$ cat src/rtl/reg_access_master.sv
// Initiator for the register select/read-write bus: takes one command at a time,
// issues a single-cycle one-hot strobe, waits out the read latency and responds.
module reg_access_master #(
  parameter int REG_WIDTH  = 32,
  parameter int REG_NUM    = 8,
  parameter int ADDR_WIDTH = 6,
  parameter int RD_LATENCY = 1
) (
  input  logic                         clk,
  input  logic                         rst_n,
  input  logic                         req_valid,
  output logic                         req_ready,
  input  logic                         req_wr_rd,
  input  logic [ADDR_WIDTH-1:0]        req_addr,
  input  logic [REG_WIDTH-1:0]         req_wdata,
  output logic                         rsp_valid,
  input  logic                         rsp_ready,
  output logic [REG_WIDTH-1:0]         rsp_rdata,
  output logic                         rsp_err,
  output logic [REG_NUM-1:0]           reg_wr_sel,
  output logic                         reg_wr_rd,
  output logic [REG_WIDTH-1:0]         reg_wr_data,
  input  logic [REG_NUM*REG_WIDTH-1:0] reg_rd_in
);

  typedef enum logic [1:0] {IDLE, ACCESS, WAIT, RESP} state_t;

  localparam logic [ADDR_WIDTH:0] REG_NUM_W = (ADDR_WIDTH + 1)'(REG_NUM);
  localparam logic [3:0]          LAT_INIT  = 4'(RD_LATENCY - 1);

  state_t                  state_q, state_d;
  logic                    wr_rd_q, wr_rd_d;
  logic [ADDR_WIDTH-1:0]   addr_q, addr_d;
  logic [REG_WIDTH-1:0]    wdata_q, wdata_d;
  logic [REG_WIDTH-1:0]    rdata_q, rdata_d;
  logic                    err_q, err_d;
  logic [3:0]              cnt_q, cnt_d;

  logic                    addr_ok;
  logic [REG_NUM-1:0]      sel_dec;
  logic [REG_WIDTH-1:0]    rd_slice;

  assign addr_ok = ({1'b0, req_addr} < REG_NUM_W);

  // Latched address drives both the one-hot select and the read-slice mux.
  always_comb begin
    sel_dec  = '0;
    rd_slice = '0;
    for (int i = 0; i < REG_NUM; i++) begin
      if (addr_q == ADDR_WIDTH'(i)) begin
        sel_dec[i] = 1'b1;
        rd_slice   = reg_rd_in[i*REG_WIDTH +: REG_WIDTH];
      end
    end
  end

  always_ff @(posedge clk or negedge rst_n) begin
    if (!rst_n) begin
      state_q <= IDLE;
      wr_rd_q <= 1'b0;
      addr_q  <= '0;
      wdata_q <= '0;
      rdata_q <= '0;
      err_q   <= 1'b0;
      cnt_q   <= '0;
    end else begin
      state_q <= state_d;
      wr_rd_q <= wr_rd_d;
      addr_q  <= addr_d;
      wdata_q <= wdata_d;
      rdata_q <= rdata_d;
      err_q   <= err_d;
      cnt_q   <= cnt_d;
    end
  end

  always_comb begin
    state_d = state_q;
    wr_rd_d = wr_rd_q;
    addr_d  = addr_q;
    wdata_d = wdata_q;
    rdata_d = rdata_q;
    err_d   = err_q;
    cnt_d   = cnt_q;
    case (state_q)
      IDLE: begin
        if (req_valid) begin
          wr_rd_d = req_wr_rd;
          addr_d  = req_addr;
          wdata_d = req_wdata;
          if (addr_ok) begin
            state_d = ACCESS;
          end else begin
            err_d   = 1'b1;
            rdata_d = '0;
            state_d = RESP;
          end
        end
      end
      ACCESS: begin
        if (wr_rd_q) begin
          state_d = RESP;
        end else begin
          cnt_d   = LAT_INIT;
          state_d = WAIT;
        end
      end
      WAIT: begin
        if (cnt_q == 4'd0) begin
          rdata_d = rd_slice;
          err_d   = 1'b0;
          state_d = RESP;
        end else begin
          cnt_d = cnt_q - 4'd1;
        end
      end
      RESP: begin
        if (rsp_ready) begin
          rdata_d = '0;
          err_d   = 1'b0;
          state_d = IDLE;
        end
      end
      default: state_d = IDLE;
    endcase
  end

  // Bus outputs decode straight from state so reset kills a strobe at once.
  always_comb begin
    req_ready   = (state_q == IDLE);
    rsp_valid   = (state_q == RESP);
    rsp_rdata   = rdata_q;
    rsp_err     = err_q;
    reg_wr_sel  = '0;
    reg_wr_rd   = 1'b0;
    reg_wr_data = '0;
    if (state_q == ACCESS) begin
      reg_wr_sel  = sel_dec;
      reg_wr_rd   = wr_rd_q;
      reg_wr_data = wr_rd_q ? wdata_q : '0;
    end
  end

endmodule

$ cat config.mk
export PLATFORM = sky130hd
export DESIGN_NAME = reg_access_master
export DESIGN_NICKNAME = d
export VERILOG_FILES = /design/src/rtl/reg_access_master.sv
export SDC_FILE = /design/constraint.sdc
export NUM_CORES = 1
export LEC_CHECK = 0
export CORE_AREA = 2 2 146 148
export DETAILED_ROUTE_END_ITERATION = 7
export DIE_AREA = 0 0 148 150
export SYNTH_ARGS = -nofsm -noshare
export SYNTH_HDL_FRONTEND = slang
export SYNTH_SLANG_ARGS = --single-unit
$ cat constraint.sdc
create_clock -name clk -period 3.3 [get_ports clk]
set_clock_uncertainty 0.05 [all_clocks]
set_input_delay 0.66 -clock clk [delete_from_list [all_inputs] [get_ports clk]]
set_output_delay 0.66 -clock clk [all_outputs]
set_load 0.05 [all_outputs]
* Yosys cells after proc, flatten, opt, wreduce, memory -nomap -nowiden *
Cells that the tools add are included.

cells by class
  add/sub/neg operators = 1
  multiply operators = 0
  div/mod/pow operators = 0
  $lt $le $gt $ge = 1
  equality and inequality tests = 16
  shift-type cells = 0
  mux-type cells = 39
  bitwise logic cells = 0
  reductions and logical operators = 9

operators by type and width
  cell                                                         number
  two-way mux 32 bit                                           14
  case mux 32 bit (3 select lines)                             1
  equality test 6 x 3 -> 1 bit (second input constant)         4
  two-way mux 1 bit                                            14
  equality test 6 x 2 -> 1 bit (second input constant)         2
  != test 2 bit (second input constant)                        5
  two-way mux 2 bit                                            4
  two-way mux 4 bit                                            2
  two-way mux 8 bit                                            1
  case mux 2 bit (4 select lines)                              1
  case mux 4 bit (2 select lines)                              1
  equality test 6 x 1 -> 1 bit (second input constant)         1
  logical NOT 6 bit                                            1
  less-than comparator 6 x 4 -> 1 bit (second input constant)  1
  AND reduction 3 bit                                          2
  AND reduction 5 bit                                          1
  equality test 2 bit (second input constant)                  2
  logical NOT 4 bit                                            1
  subtractor 4 x 1 -> 4 bit (second input constant)            1
  case mux 1 bit (3 select lines)                              1
  nonzero test 3 bit                                           1
  equality test 2 x 1 -> 1 bit (second input constant)         1
  logical NOT 2 bit                                            1
  != test 2 x 1 -> 1 bit (second input constant)               1
  other kinds (2)                                              2

word-level totals
  bits in registers = 78
  bits in latches = 0
  RAM bits = 0
  bits in read-only memories = 0
  input port bits = 299
  output and inout bits = 76
  logic and storage cells = 73
  memories = 0

* Depth between registers and ports, before layout *
Gate-level depths: netlist of the first run.

  depth in word-level cells = 11
  depth in mapped cells = 9
  mapped depth without buffers = 7

* Least setup slack after synthesis of the first run *
No wires, ideal clock.

  kind = register -> output
  start point = register addr_q[0]
  end point = output port reg_wr_sel[4]
  data arrival time = 2.716 ns
  setup slack = -0.126 ns
  stages on the path, launching flop included = 6
  cells stage by stage = dfrtp_1 -> clkbuf_1 -> buf_2 -> clkbuf_1 -> buf_1 -> nor4_1

between the ends
  longest elaborated chain between the ends = 3

RTL lines
  element                       line  source
  start, declared               33    logic [ADDR_WIDTH-1:0] addr_q, addr_d;
  start signal, assigned        69    addr_q <= addr_d;
  equality test 6 x 3 -> 1 bit  50    if (addr_q == ADDR_WIDTH'(i)) begin
  two-way mux 1 bit             50
  two-way mux 8 bit             137   if (state_q == ACCESS) begin
  end, declared                 20    output logic [REG_NUM-1:0] reg_wr_sel,

No other way between the ends.

* Worst setup path after layout of the first run *
  start point = register state_q[0]
  end point = output port req_ready

between the ends
  longest elaborated chain between the ends = 1

RTL lines
  element                 line  source
  start, declared         31    state_t state_q, state_d;
  start signal, assigned  67    state_q <= state_d;
  logical NOT 2 bit       130   req_ready = (state_q == IDLE);
  end, declared           12    output logic req_ready,

No other way between the ends.

==> out/results.ini, run 1 <==
[grt]
grt_pass1_vias=6024
antenna_found_initial=2
grt_max_degree=60
grt_usage_pct=20.4
grt_pass1_wl_microns=34400
grt_overflow=0

[cells_and_area]
layout_commonest_cell=clkdlybuf4s50_1
fill_cells=1970
nets=1178
drive_above_1_share_pct=18.8
most-common-layout-cells=clkdlybuf4s50_1, dfrtp_1, buf_4
synthToLayoutAreaGrowth_pct=82.1

[synthesis]
synthCells=518
synthesis.area_sq_um=5440
synth_fa_ha_area_share_pct=1.38
synth.distinct_cells=36
yosys.area_share.simple_pct=10.7
synth_compound_gate_area_share_pct=16.3
yosysWarnings=0
synth_edf_count=0
ys_seq_area_share_pct=35.9
synth_xor_area_share_pct=0
ys.flop_type=dfrtp_1
synth.area.mux_share_pct=31.4
async_flop_share_pct=100
synth_top_family_by_area=multiplexers
syn-num-nets=823
synth-seq-cells=78
syn_avg_cell_area_sq_um=10.5

[pwr]
p_comb_share_pct=59.3
power.density_nw_per_um2=699
pwr-share-clk_pct=16.8
switching_share_pct=43.2
p_sw_mw=2.99
intPower_mw=3.93
p_seq_share_pct=23.9
power.leakage_nw=4.03
ir_drop_mv=0.610

[placement]
hpwl_microns=18100
place_congestion=0.791
port-buffer-count=374

[clocking]
cts_root_buffer=clkbuf_16
cts_buffer_depth=2
clk_latency_ns=0.34
post_cts_buffers=0
cts_sinks=78
holdBufCountCts=0
cts_tree=built
ctsResizeCount=0
cts-htree-levels=3
cts_buffers=9
path_clk_slew_ns=0.06

[timing]
rsz0062_at_grt=no
fmax_ghz=0.365
setup-violations-final=0
report.final.slew_viol_count=0
setup_tns_ns=0
slew_headroom_pct=47.7
finalHoldViolations=0
hold_slack_ns=0.338
fin_crit_ns=2.74
tightest_slew_ns=0.784
final.period_utilization_pct=82.9

[floorplan]
core_sq_um=20700
start_util_pct=26.3
die_h_microns=150
die_area_sq_um=22200
die_w_microns=148
rows=53
io_pins=375

[detailed_routing]
drc=0
drtPass1Iterations=4
vias=5744
vias_per_cell=4.97
initialDrtViolationCount=140
routedWlPerCell_microns=20.2
wl_microns=23400
postRouteAntennaNets=0

[setup_path]
path_class=register to output pin
rr_startpoint=state_q[0]
cp.arrival_ns=2.03
crit_required_ns=2.59
r2r_setup_slack_ns=0.92
r2r_end=rsp_rdata[27]
reg2reg_depth=8
critPathCaptureType=output pin
critPathLaunchType=register
crit_path_max_fanout=6

[run_status]
status=complete, no violations

[run]
max-cap-violations=0

[min_path]
hold_path_class=input port to async pin

logic make-up after synthesis:
logic type | Yosys count
adder cells (fa/ha/maj) | 6
buffers and inverters | 61
AND/OR/NAND/NOR | 119
flip-flops | 78
AO/OA/AOI/OAI | 128
multiplexers | 126
power groups by stage:
stage / clock network (mW) / logic (mW) / registers (mW)
finish: 1.16 / 4.10 / 1.66
global route: 1.23 / 4.39 / 1.72
CTS: 1.19 / 4.17 / 1.66
detailed placement: 0 / 4.16 / 1.68
global placement: 0 / 4.14 / 1.67
floorplan: 0 / 2.54 / 1.78
area by class of cell:
class	instances	area (sq um)	area share [%]
clock buffers	11	233	2.35
repair buffers	396	3940	39.8
multi-input cells	379	3280	33.1
inverters	9	33.8	0.341
diodes	2	5.00	0.0506
flip-flops and latches	78	1960	19.8
clock inverters	5	108	1.09
well taps	275	344	3.48
through the flow:
| step | cells | utilization (%) | setup slack (ns) | area (sq um) | power, mW |
|---|---|---|---|---|---|
| finish | 1155 | 47.8 | 0.564 | 9900 | 6.92 |
| global route | 1153 | 47.8 | 0.455 | 9890 | 7.33 |
| CTS | 1153 | 47.8 | 0.497 | 9890 | 7.02 |
| detailed placement | 1137 | 46.2 | 0.607 | 9550 | 5.84 |
| global placement | 1137 | 46.2 | 0.588 | 9550 | 5.81 |
| floorplan | 518 | - | 0.0531 | 5440 | 4.32 |
worst max-delay path: stages, from the launching register on:
cell and delay (ns):
dfrtp_1 0.43, inv_1 0.10, ha_1 0.30, clkdlybuf4s50_1 0.86
how the worst max path moves through the flow:
stage                start             to  depth (start not counted)
3_5_place_dp   req_addr[5]  rsp_rdata[27]                          7
4_1_cts         state_q[0]      req_ready                          3
2_1_floorplan    addr_q[2]  reg_wr_sel[0]                          5
5_1_grt         state_q[0]      req_ready                          3
3_3_place_gp   req_addr[5]  rsp_rdata[13]                          7
6_report        state_q[0]      req_ready                          3
routing by layer:
metal | track usage, % | up-vias | routed length [microns]
met2 | 35.4 | 238 | 11700
met5 | 0 | - | 0
li1 | - | 2729 | -
met1 | 25.3 | 2751 | 9550
met3 | 4.91 | 26 | 1640
met4 | 5.67 | 0 | 423
cell usage after synthesis (all sizes together) (2+ instances only):
cell      n  area share (%)
dfrtp    78              36
mux2i    48             8.8
mux2     47             9.7
clkbuf   40             2.8
nor2     35             2.4
and3     32             3.7
mux4     31              13
o22ai    31             3.6
nand2    30             2.1
o31ai    23             3.2
a221oi   22             3.5
o21ai    21             1.9
buf      12            0.97
inv       9            0.62
o211ai    9             1.2
a21oi     7            0.64
ha        6             1.4
nor3      6            0.55
a31oi     4            0.46
nand3     4            0.37
nor2b     3            0.35
nor4b     3            0.48
a21o      2            0.28
a22oi     2            0.28
nand2b    2            0.23
nor4      2            0.23
o2111ai   2            0.32
state kept, by name, indices dropped and copies added, names as in the netlist:
name	count
wr_rd_q	1
rsp_err	1
rsp_rdata	32
addr_q	6
cnt_q	4
wdata_q	32
state_q	2
Note: power is estimated with default switching activity, not from simulation.
==> inputs of run 2 (changes only) <==
- clock period: 3.3 -> 2.9 ns (I/O delays scaled with it)
==> run 2 against run 1 <==
Net effect: setup slack worse by 0.35 ns; routed wire length up 2.1%; power up 19%; global-route usage up 0.49 points; first-iteration DRC count up 41%.
==> out/results.ini, run 2 (synthesis gave the netlist of run 1 again) <==
[pwr]
p_sw_mw=3.47
p_total_mw=8.25
switching_share_pct=42.0
power.leakage_nw=4.17
p_comb_share_pct=62.0
p_seq_share_pct=22.5
pwr-share-clk_pct=15.5
power.density_nw_per_um2=793
ir_drop_mv=0.320
intPower_mw=4.78

[floorplan]
die_h_microns=150
die_w_microns=148
rows=53
die_area_sq_um=22200
io_pins=375
core_sq_um=20700
start_util_pct=26.3

[cells_and_area]
drive_above_1_share_pct=19.7
multiInputGateArea_sq_um=3280
fin_area_sq_um=10400
post-route-util_pct=50.3
final-seq-area_sq_um=1960
fill_cells=1919
layout_commonest_cell=clkdlybuf4s50_1
synthToLayoutAreaGrowth_pct=91.2
most-common-layout-cells=clkdlybuf4s50_1, dfrtp_1, mux2i_1
instances_no_fill=1163
nets=1184

[min_path]
hold_path_class=input port to async pin

[setup_path]
crit_path_max_fanout=6
critPathLaunchType=register
rr_startpoint=state_q[0]
crit_required_ns=2.27
cp.arrival_ns=2.05
path_class=register to output pin
critPathCaptureType=output pin
reg2reg_depth=9
r2r_end=rsp_rdata[9]
r2r_setup_slack_ns=0.56
endpoint=req_ready
cp-startpoint=state_q[0]

[run]
max-cap-violations=0

[timing]
setup-violations-final=0
fmax_ghz=0.373
worst_slack_ns=0.216
final.period_utilization_pct=92.5
tightest_slew_ns=0.589
fin_crit_ns=2.68
hold_slack_ns=0.151
slew_headroom_pct=60.6
report.final.slew_viol_count=0
setup_tns_ns=0
rsz0062_at_grt=no
finalHoldViolations=0

[clocking]
holdBufCountCts=0
cts_root_buffer=clkbuf_16
path_clk_slew_ns=0.06
ctsResizeCount=0
cts-htree-levels=3
post_cts_buffers=0
cts_buffer_depth=2
cts_buffers=9
cts_tree=built
cts_sinks=78
clk_latency_ns=0.34

[grt]
grt_pass1_vias=5966
grt_usage_pct=20.9
grt_overflow=0
met3_usage_pct=5.24
grt_busiest_layer=met2
gr-usage-met2_pct=35.5
grt_max_degree=46
antenna_found_initial=5
grt_pass1_wl_microns=35100
met1_usage_pct=25.8

[detailed_routing]
postRouteAntennaNets=0
drc=0
vias=5855
vias_per_cell=5.03
initialDrtViolationCount=197
wl_microns=23800
routedWlPerCell_microns=20.5
drtPass1Iterations=4

[run_status]
status=complete, no violations

[placement]
port-buffer-count=374
hpwl_microns=19000
dp_slack_ns=0.395
dp_cells=1143
placed_area_sq_um=10100
place_congestion=0.837

-- run 2: cell types whose count changed in the layout (fill, tap and decap cells not counted) --
| cell | before | now |
|---|---|---|
| clkbuf_8 | 0 | 2 |
| buf_4 | 53 | 23 |
| diode_2 | 2 | 4 |
| nor3_1 | 5 | 4 |
| clkinvlp_4 | 0 | 1 |
| nor3_2 | 1 | 2 |
| clkinv_2 | 0 | 1 |
| bufinv_16 | 3 | 2 |
| clkinv_4 | 2 | 1 |
| buf_12 | 11 | 47 |
| clkbuf_1 | 2 | 0 |
-- run 2: layout make-up --
class                   count  share of cell area [%]
diodes                      4                  0.0963
flip-flops and latches     78                    18.8
multi-input cells         379                    31.6
repair buffers            402                    42.7
clock inverters             5                   0.782
clock buffers              11                    2.43
well taps                 275                    3.31
inverters                   9                   0.325
-- run 2: how the worst min path moves through the flow --
stage | start | end | slack, ns | depth (start not counted)
2_1_floorplan | rst_n | addr_q[0] | 0.23 | 0
3_3_place_gp | rsp_rdata[10] | rsp_rdata[10] | 0.41 | 2
3_5_place_dp | rsp_rdata[10] | rsp_rdata[10] | 0.42 | 2
4_1_cts | rst_n | wdata_q[5] | 0.16 | 1
5_1_grt | rst_n | wdata_q[10] | 0.19 | 1
6_report | rst_n | wdata_q[5] | 0.15 | 1
-- run 2: routing by layer --
layer / part of all wire, % / wire, microns
met1: 40 / 9640
met2: 50 / 11900
met3: 7.3 / 1740
met4: 2.1 / 510
met5: 0.067 / 16
-- run 2: power groups by stage --
stage | clock (mW) | combinational (mW) | sequential, mW
CTS | 1.31 | 5.20 | 1.86
global placement | 0 | 5.17 | 1.87
finish | 1.27 | 5.11 | 1.86
floorplan | 0 | 2.89 | 2.03
detailed placement | 0 | 5.19 | 1.88
global route | 1.35 | 5.44 | 1.93
-- run 2: worst max-delay path, stage by stage (launching register included) --
cell and delay [ns]:
dfrtp_1 0.43, inv_1 0.10, ha_1 0.32, clkdlybuf4s50_1 0.86
==> inputs of run 3 (changes only) <==
- GPL_TIMING_DRIVEN: default -> 0
==> run 3 against run 2 <==
Net effect: maximum frequency is 4.0% lower; critical path type unchanged; critical endpoint is now reg_wr_sel[0]; sequential cell count stayed put; power is 4.9% lower; core utilization is 2.3 points lower.
==> out/results.ini, run 3 (synthesis gave the netlist of run 1 again) <==
[cells_and_area]
post-route-util_pct=47.9
final-seq-area_sq_um=1950
fill_cells=2052
nets=1209
multiInputGateArea_sq_um=3300
synthToLayoutAreaGrowth_pct=82.4
layout_commonest_cell=clkdlybuf4s50_1
drive_above_1_share_pct=17.8
instances_no_fill=1188
fin_area_sq_um=9920
most-common-layout-cells=clkdlybuf4s50_1, dfrtp_1, mux2i_1

[clocking]
cts_tree=built
cts-htree-levels=3
cts_buffer_depth=2
cts_buffers=9
clk_latency_ns=0.34
cts_root_buffer=clkbuf_16
cts_sinks=78
holdBufCountCts=0
path_clk_slew_ns=0.06

[setup_path]
rr_startpoint=addr_q[0]
critPathCaptureType=output pin
critPathLaunchType=register
reg2reg_depth=4
r2r_setup_slack_ns=0.35
cp-startpoint=addr_q[5]
r2r_end=rsp_rdata[7]
cp.arrival_ns=2.17
endpoint=reg_wr_sel[0]
crit_required_ns=2.27
path_class=register to output pin
crit_path_max_fanout=10

[timing]
final.period_utilization_pct=96.4
rsz0062_at_grt=no
fmax_ghz=0.358
setup-violations-final=0
finalHoldViolations=0
worst_slack_ns=0.104
hold_slack_ns=0.0794
fin_crit_ns=2.80
slew_headroom_pct=38.7
report.final.slew_viol_count=0
setup_tns_ns=0
tightest_slew_ns=0.919

[grt]
antenna_found_initial=4
grt_pass1_vias=6283
grt_overflow=0
grt_usage_pct=22.4
grt_max_degree=58
grt_pass1_wl_microns=37500

[placement]
dp_cells=1168
placed_area_sq_um=9560
dp_slack_ns=-0.982
hpwl_microns=20800
port-buffer-count=374
place_congestion=0.844

[detailed_routing]
vias=5931
initialDrtViolationCount=234
postRouteAntennaNets=0
drtPass1Iterations=5
vias_per_cell=4.99
routedWlPerCell_microns=21.4
wl_microns=25400
drc=0

[pwr]
p_total_mw=7.84
power.density_nw_per_um2=791
ir_drop_mv=0.267
power.leakage_nw=4.01

[min_path]
hold_path_class=input port to async pin

[floorplan]
rows=53
die_area_sq_um=22200
die_h_microns=150
core_sq_um=20700
die_w_microns=148
io_pins=375
start_util_pct=26.3

[run]
max-cap-violations=0

[run_status]
status=complete, no violations

-- run 3: cell types whose count changed in the layout (fill, tap and decap cells not counted), moves of 10 or more --
cell and delta:
buf_12 -47, clkbuf_1 +28, clkbuf_2 +16, buf_4 -14, buf_2 +10, clkdlybuf4s15_2 +20
-- run 3: layout make-up --
type	count	area share, %
Multi-Input combinational cell	379	33.3
Timing Repair Buffer	379	37.8
Clock inverter	5	0.593
Sequential cell	78	19.7
Buffer	48	2.32
Inverter	9	0.341
Clock buffer	11	2.35
Antenna cell	4	0.101
Tap cell	275	3.47
-- run 3: how the worst min path moves through the flow --
stage	from	end	slack (ns)	cells past startpoint
floorplan	rst_n	addr_q[0]	0.23	0
global placement	rsp_rdata[6]	rsp_rdata[6]	0.42	2
detailed placement	rsp_rdata[8]	rsp_rdata[8]	0.42	2
CTS	rst_n	wdata_q[5]	0.08	1
global route	rst_n	wdata_q[5]	0.1	1
finish	rst_n	wdata_q[5]	0.08	1
-- run 3: metal layers --
metal | global-route usage (%) | routed length [microns]
met2 | 38.0 | 12600
met3 | 6.52 | 1960
met1 | 26.9 | 10000
met5 | 0 | 0
met4 | 8.57 | 778
-- run 3: what timing repair did --
action | CTS | global route
gates resized for setup | 137 | 25
setup buffers | 3 | 1
endpoints found under the setup margin | 70 | 32
pin swaps | 2 | 0
-- run 3: report_power, final --
group | leakage, nW | switching [mW] | internal (mW) | total (mW)
combinational | 2.88 | 2.77 | 2.13 | 4.90
sequential | 0.996 | 0.292 | 1.49 | 1.78
clock | 0.136 | 0.490 | 0.670 | 1.16
-- run 3: critical path, cell delays in order (launching register included) --
cell             delay, ns
dfrtp_1               0.48
nor4_4                0.35
clkbuf_4              0.28
nand2_1               0.17
nor3_2                0.14
clkdlybuf4s15_2       0.40
